### config.mk
export PLATFORM = sky130hd
export DESIGN_NAME = store_lane_buffer
export DESIGN_NICKNAME = d
export VERILOG_FILES = /design/src/rtl/store_lane_buffer.sv
export SDC_FILE = /design/constraint.sdc
export NUM_CORES = 1
export LEC_CHECK = 0
export ABC_AREA = 0
export CORE_ASPECT_RATIO = 0.6
export CORE_MARGIN = 3
export CORE_UTILIZATION = 51
export DETAILED_ROUTE_END_ITERATION = 10
export GPL_ROUTABILITY_DRIVEN = 0
export PLACE_DENSITY = 0.77
export SLEW_MARGIN = 20
export SYNTH_ARGS = -nofsm -noshare
export SYNTH_HDL_FRONTEND = slang
export SYNTH_SLANG_ARGS = --single-unit
### constraint.sdc
create_clock -name clk -period 2.1 [get_ports clk]
set_clock_uncertainty 0.15 [all_clocks]
set_input_delay 0.42 -clock clk [delete_from_list [all_inputs] [get_ports clk]]
set_output_delay 0.42 -clock clk [all_outputs]
set_load 0.01 [all_outputs]
### src/rtl/store_lane_buffer.sv
// store_lane_buffer: MEM-stage store lane steering, byte enables and a small
// in-order write buffer draining to data memory over a valid/ready handshake.
//
// Ports:
//   clk, rst_n             clock (rising edge), asynchronous active-low reset
//   st_valid/st_ready      store request handshake (st_ready = buffer not full)
//   st_addr/st_wdata/st_op store byte address, right-justified data, op (sw/sb/sh)
//   st_misalign            registered 1-cycle pulse for a rejected request
//   dm_valid/dm_ready      head entry handshake toward data memory
//   dm_addr/dm_wdata       head word address and lane-steered data
//   dm_byteen              head byte enables, bit i = byte lane i
//   ld_addr/ld_check       load address probe
//   ld_hazard              a pending entry targets the same word as ld_addr
//   count                  number of occupied entries
module store_lane_buffer #(
    parameter int DEPTH = 4,
    parameter int AW    = 32
) (
    input  logic                       clk,
    input  logic                       rst_n,
    input  logic                       st_valid,
    output logic                       st_ready,
    input  logic [AW-1:0]              st_addr,
    input  logic [31:0]                st_wdata,
    input  logic [2:0]                 st_op,
    output logic                       st_misalign,
    output logic                       dm_valid,
    input  logic                       dm_ready,
    output logic [AW-1:0]              dm_addr,
    output logic [31:0]                dm_wdata,
    output logic [3:0]                 dm_byteen,
    input  logic [AW-1:0]              ld_addr,
    input  logic                       ld_check,
    output logic                       ld_hazard,
    output logic [$clog2(DEPTH):0]     count
);

    localparam int PW = $clog2(DEPTH);
    localparam int CW = $clog2(DEPTH) + 1;
    localparam logic [CW-1:0] FULL = CW'(DEPTH);

    localparam logic [2:0] OP_SW = 3'b000;
    localparam logic [2:0] OP_SB = 3'b001;
    localparam logic [2:0] OP_SH = 3'b010;

    // Entry storage; only the word tag is kept since dm_addr is word aligned.
    logic [AW-3:0]   tag_q  [DEPTH];
    logic [31:0]     data_q [DEPTH];
    logic [3:0]      be_q   [DEPTH];
    logic [DEPTH-1:0] vld_q;

    logic [PW-1:0]   rd_q, rd_d;
    logic [PW-1:0]   wr_q, wr_d;
    logic [CW-1:0]   count_q, count_d;
    logic            mis_q, mis_d;

    logic [3:0]      lane_be;
    logic [31:0]     lane_data;
    logic            lane_bad;
    logic            push;
    logic            pop;
    logic [1:0]      a;

    // Low load-address bits never matter for a word-granular hazard check.
    logic [1:0]      ld_addr_unused;
    assign ld_addr_unused = ld_addr[1:0];

    assign a = st_addr[1:0];

    always_comb begin
        lane_be   = 4'b0000;
        lane_data = 32'h0;
        lane_bad  = 1'b0;
        case (st_op)
            OP_SW: begin
                if (a == 2'b00) begin
                    lane_be   = 4'b1111;
                    lane_data = st_wdata;
                end else begin
                    lane_bad = 1'b1;
                end
            end
            OP_SB: begin
                lane_be   = 4'b0001 << a;
                lane_data = {4{st_wdata[7:0]}};
            end
            OP_SH: begin
                if (!a[0]) begin
                    lane_be   = a[1] ? 4'b1100 : 4'b0011;
                    lane_data = {2{st_wdata[15:0]}};
                end else begin
                    lane_bad = 1'b1;
                end
            end
            default: lane_bad = 1'b1;
        endcase
    end

    // Full blocks pushes even when the head pops in the same cycle.
    assign st_ready = (count_q != FULL);
    assign dm_valid = (count_q != '0);

    assign push = st_valid & st_ready & ~lane_bad;
    assign pop  = dm_valid & dm_ready;

    // The misalign pulse reports every bad request, accepted slot or not.
    assign mis_d = st_valid & lane_bad;

    always_comb begin
        rd_d    = rd_q;
        wr_d    = wr_q;
        count_d = count_q;
        if (push) begin
            wr_d = wr_q + 1'b1;
        end
        if (pop) begin
            rd_d = rd_q + 1'b1;
        end
        case ({push, pop})
            2'b10:   count_d = count_q + 1'b1;
            2'b01:   count_d = count_q - 1'b1;
            default: count_d = count_q;
        endcase
    end

    // Push and pop never hit the same slot: push into an empty buffer has no
    // pop, and a full buffer refuses the push.
    always_ff @(posedge clk or negedge rst_n) begin
        if (!rst_n) begin
            rd_q    <= '0;
            wr_q    <= '0;
            count_q <= '0;
            mis_q   <= 1'b0;
            vld_q   <= '0;
            for (int i = 0; i < DEPTH; i++) begin
                tag_q[i]  <= '0;
                data_q[i] <= '0;
                be_q[i]   <= '0;
            end
        end else begin
            rd_q    <= rd_d;
            wr_q    <= wr_d;
            count_q <= count_d;
            mis_q   <= mis_d;
            if (push) begin
                tag_q[wr_q]  <= st_addr[AW-1:2];
                data_q[wr_q] <= lane_data;
                be_q[wr_q]   <= lane_be;
                vld_q[wr_q]  <= 1'b1;
            end
            if (pop) begin
                vld_q[rd_q] <= 1'b0;
            end
        end
    end

    // Head outputs are zeroed when empty so the idle bus reads as reset.
    assign dm_addr   = dm_valid ? {tag_q[rd_q], 2'b00} : '0;
    assign dm_wdata  = dm_valid ? data_q[rd_q] : '0;
    assign dm_byteen = dm_valid ? be_q[rd_q] : '0;

    // The entry popping this cycle is still valid here, so it still counts.
    always_comb begin
        ld_hazard = 1'b0;
        for (int i = 0; i < DEPTH; i++) begin
            if (ld_check && vld_q[i] && (tag_q[i] == ld_addr[AW-1:2])) begin
                ld_hazard = 1'b1;
            end
        end
    end

    assign st_misalign = mis_q;
    assign count       = count_q;

endmodule
==> out/results.txt <==
Drt pass-1 iters - 11
Longest Clk Path Bufs - 3
Row count - 46
Vias in the first global route - 13.2k
R2R Setup Slk - -0.58 ns
Die width - 221 µm
Sink Count - 276
Iteration-0 DRC Markers - 2482
RSZ-0062 raised after global routing - yes
CP endpoint kind - output port
Core area - 0.0269 mm²
Mapped Cells - 1170
Reg2Reg Depth - 13
PD cells - 1530 mW/mm²
Flop pwr share - 0.297
Register area - 0.00691 mm²
Routed Antenna Nets - 0
CP max-delay cell - xor2_1
CTS clk-pin slew, worst paths - 0.08 ns
Critical Path Sink - ld_hazard
Max VDD drop - 0.838 mV
Largest net degree at the start of global routing - 72
Wire length per cell - 38.6 µm
Initial Util - 0.527
Post-synthesis sequential area ratio - 0.488
Worst min-delay path category - input pin to asynchronous set/reset pin
Post-Syn Area - 0.0142 mm²
Final WS setup - -0.975 ns
Setup crit start kind - input pin
Avg Cell Area, Syn - 12.1 µm²
CP Max Fanout - 4
DP Worst Slack - -1.16 ns
R2r startpoint - count[0]
Number of flops mapped to enable cells by yosys - 0
Async set-reset flop share out of synthesis - 1.00
Fin crit share - 1.46
# setup viols final - 338
Placed insts - 1787
Clk network pwr share - 0.164
Critical path launch point - ld_addr[3]
Failing checks - DRC, setup timing
Number of port buffers - 174
Die Area - 0.0299 mm²
Synth area leaders - dfrtp_1 (49%), mux4_2 (10%), mux2_2 (10%)
HPWL Detailed - 30700 µm
# fillers - 935
Hold WS - 0.197 ns
Total gr overflow - 0
CP Class - input pin to output port
Cell mode on critical path - nand4_1
Status - finished, violations left
Root Buffer - clkbuf_16
Synth area leader - dfrtp_1
Number of max-cap violations - 0
Crit path time final - 3.07 ns
Fin. max-slew vios - 0
Clk_lat worst skew - 0.57 ns
All-Layer GR Usage - 0.394
DRC violations left - 1
Netlist cell types - 42
Final Hold Viols - 0
Area delta synth->final - 62.7%
Layout Cells excl Fill - 1971
CTS Buf Count - 26
Switching share of power - 0.396
Via count - 14.4k
Die height - 135 µm
Tot Pwr - 35.1 mW
Crit path required time - 1.53 ns
Worst Tran Pin Value - 0.944 ns
Logic pwr share - 0.539
Dominant synthesized flop cell - dfrtp_1
Final net count - 1699
CTS tree - yes
Share of the synthesized area in the top cell type - 0.488
Slowest stage delay, CP - 0.76 ns
R2R Path End - data_q[115]
CP cell instances - clkdlybuf4s50_1 > xor2_1 > nor4_1 > nand4_1 > nand4_1 > buf_2
Multi-input logic area - 0.00868 mm²
Max_slew headroom - 0.364
Critical Path AT - 2.50 ns
Register bit total from synthesis - 276
Static Leak - 10.8 nW
First-pass GRT wire length - 87800 µm
Post-route setup TNS - -151.12 ns
Synth warn - 0
Peak Freq - 325 MHz
Htree depth - 1
Share of layout cells above drive strength 1 - 0.592
I/O Pins - 179
Final WL - 76000 µm
Internal Power - 21.2 mW
Vias per cell - 7.33
Initial antenna violation count - 8
Psw - 13.9 mW
==> per-stage QoR <==
stage / utilization / instance area (µm²)
finish: 0.857 / 23000
global route: 0.857 / 23000
CTS: 0.782 / 21000
detailed placement: 0.650 / 17500
global placement: 0.650 / 17500
floorplan: - / 14200
==> logic make-up (layout without fill, tap and decap cells) <==
logic type / after synthesis / after routing / share of synthesized area
other: 1 / 8 / 0.000265
multiplexers: 196 / 196 / 0.208
flip-flops: 276 / 276 / 0.488
adder cells (fa/ha/maj): 10 / 10 / 0.00937
AND/OR/NAND/NOR: 285 / 285 / 0.0996
AO/OA/AOI/OAI: 172 / 172 / 0.0763
XOR/XNOR: 125 / 125 / 0.0773
buffers and inverters: 105 / 539 / 0.0411
==> synthesized netlist by cell type (all sizes together), types with 2 or more instances <==
library cell,count
nand2,147
nand3,8
nand2b,3
buf,54
o21ai,140
nand4,25
ha,9
mux2,129
mux4,66
a22oi,20
nor4,16
clkbuf,39
xnor2,83
or2,2
a222oi,8
inv,12
a21oi,2
and2,69
nor2,10
dfrtp,276
xor2,42
==> state kept, by name, summed over array words and instances (netlist names) <==
signal / count
be_q: 16
count: 3
data_q: 128
rd_q: 2
st_misalign: 1
tag_q: 120
vld_q: 4
wr_q: 2
==> worst min path at each step <==
stage          start         end  slack [ns]  depth (start not counted)
2_1_floorplan  rst_n     be_q[0]       -0.03                          0
3_3_place_gp   rst_n  data_q[85]        0.16                          1
3_5_place_dp   rst_n  data_q[85]        0.16                          1
4_1_cts        rst_n  data_q[85]        0.17                          2
5_1_grt        rst_n  data_q[22]        0.21                          2
6_report       rst_n  data_q[22]        0.20                          2
==> layout make-up <==
class | instances | area share
inverters | 12 | 0.00195
repair buffers | 479 | 0.258
clock buffers | 34 | 0.0326
multi-input cells | 790 | 0.377
clock inverters | 14 | 0.0100
flip-flops and latches | 276 | 0.300
well taps | 360 | 0.0195
diodes | 6 | 0.000652
==> critical path: cells and delay by family <==
family | cells | cell delay, ns
buffers and inverters | 2 | 0.86
AND/OR/NAND/NOR | 3 | 0.46
XOR/XNOR | 1 | 0.76
==> cell usage in the layout (no fill, tap or decap), types with 6 or more instances in the layout <==
| cell | count |
|---|---|
| a22oi_1 | 8 |
| nor4_2 | 8 |
| buf_8 | 19 |
| dlygate4sd2_1 | 7 |
| a222oi_1 | 8 |
| a22oi_4 | 8 |
| xnor2_2 | 20 |
| dlymetal6s2s_1 | 6 |
| clkbuf_16 | 49 |
| clkdlybuf4s50_1 | 90 |
| nand3_1 | 8 |
| and2_1 | 15 |
| mux4_2 | 66 |
| nor4_1 | 8 |
| nand2_1 | 31 |
| bufinv_16 | 6 |
| nor2_1 | 8 |
| o21ai_0 | 7 |
| nand4_1 | 25 |
| nand2_2 | 34 |
| ha_1 | 8 |
| and2_4 | 54 |
| buf_6 | 83 |
| o21ai_2 | 104 |
| xnor2_1 | 63 |
| mux2_4 | 129 |
| o21ai_1 | 24 |
| buf_12 | 58 |
| buf_16 | 27 |
| buf_2 | 15 |
| diode_2 | 6 |
| nand2_4 | 82 |
| buf_4 | 150 |
| inv_1 | 11 |
| xor2_1 | 42 |
| dfrtp_1 | 272 |
==> repair_timing <==
action / CTS / global route
pin swaps: 101 / 144
resized for setup: 600 / 553
hold buffers: 1 / 0
endpoints found under the setup margin: 306 / 343
hold endpoints to repair: 198 / 0
gates cloned: 43 / 27
buffers inserted: 64 / 41
==> routing by layer <==
metal | track usage | vias to the layer above | share of wire | wire length (µm)
met3 | 0.167 | 640 | 0.17 | 13200
met4 | 0.164 | 14 | 0.090 | 6860
met2 | 0.563 | 1783 | 0.40 | 30400
met5 | 0 | - | 0.0030 | 225
li1 | - | 4990 | - | -
met1 | 0.533 | 7018 | 0.33 | 25300
==> power groups by stage <==
stage / registers [mW] / clock network, mW / logic, mW
final: 10.4 / 5.76 / 18.9
after CTS: 9.36 / 5.45 / 15.2
after global placement: 9.22 / 0 / 11.9
after floorplan: 8.73 / 0 / 6.83
after global routing: 10.4 / 5.85 / 19.2
after detailed placement: 9.33 / 0 / 12.2
Note: power is estimated with default switching activity, not from simulation.
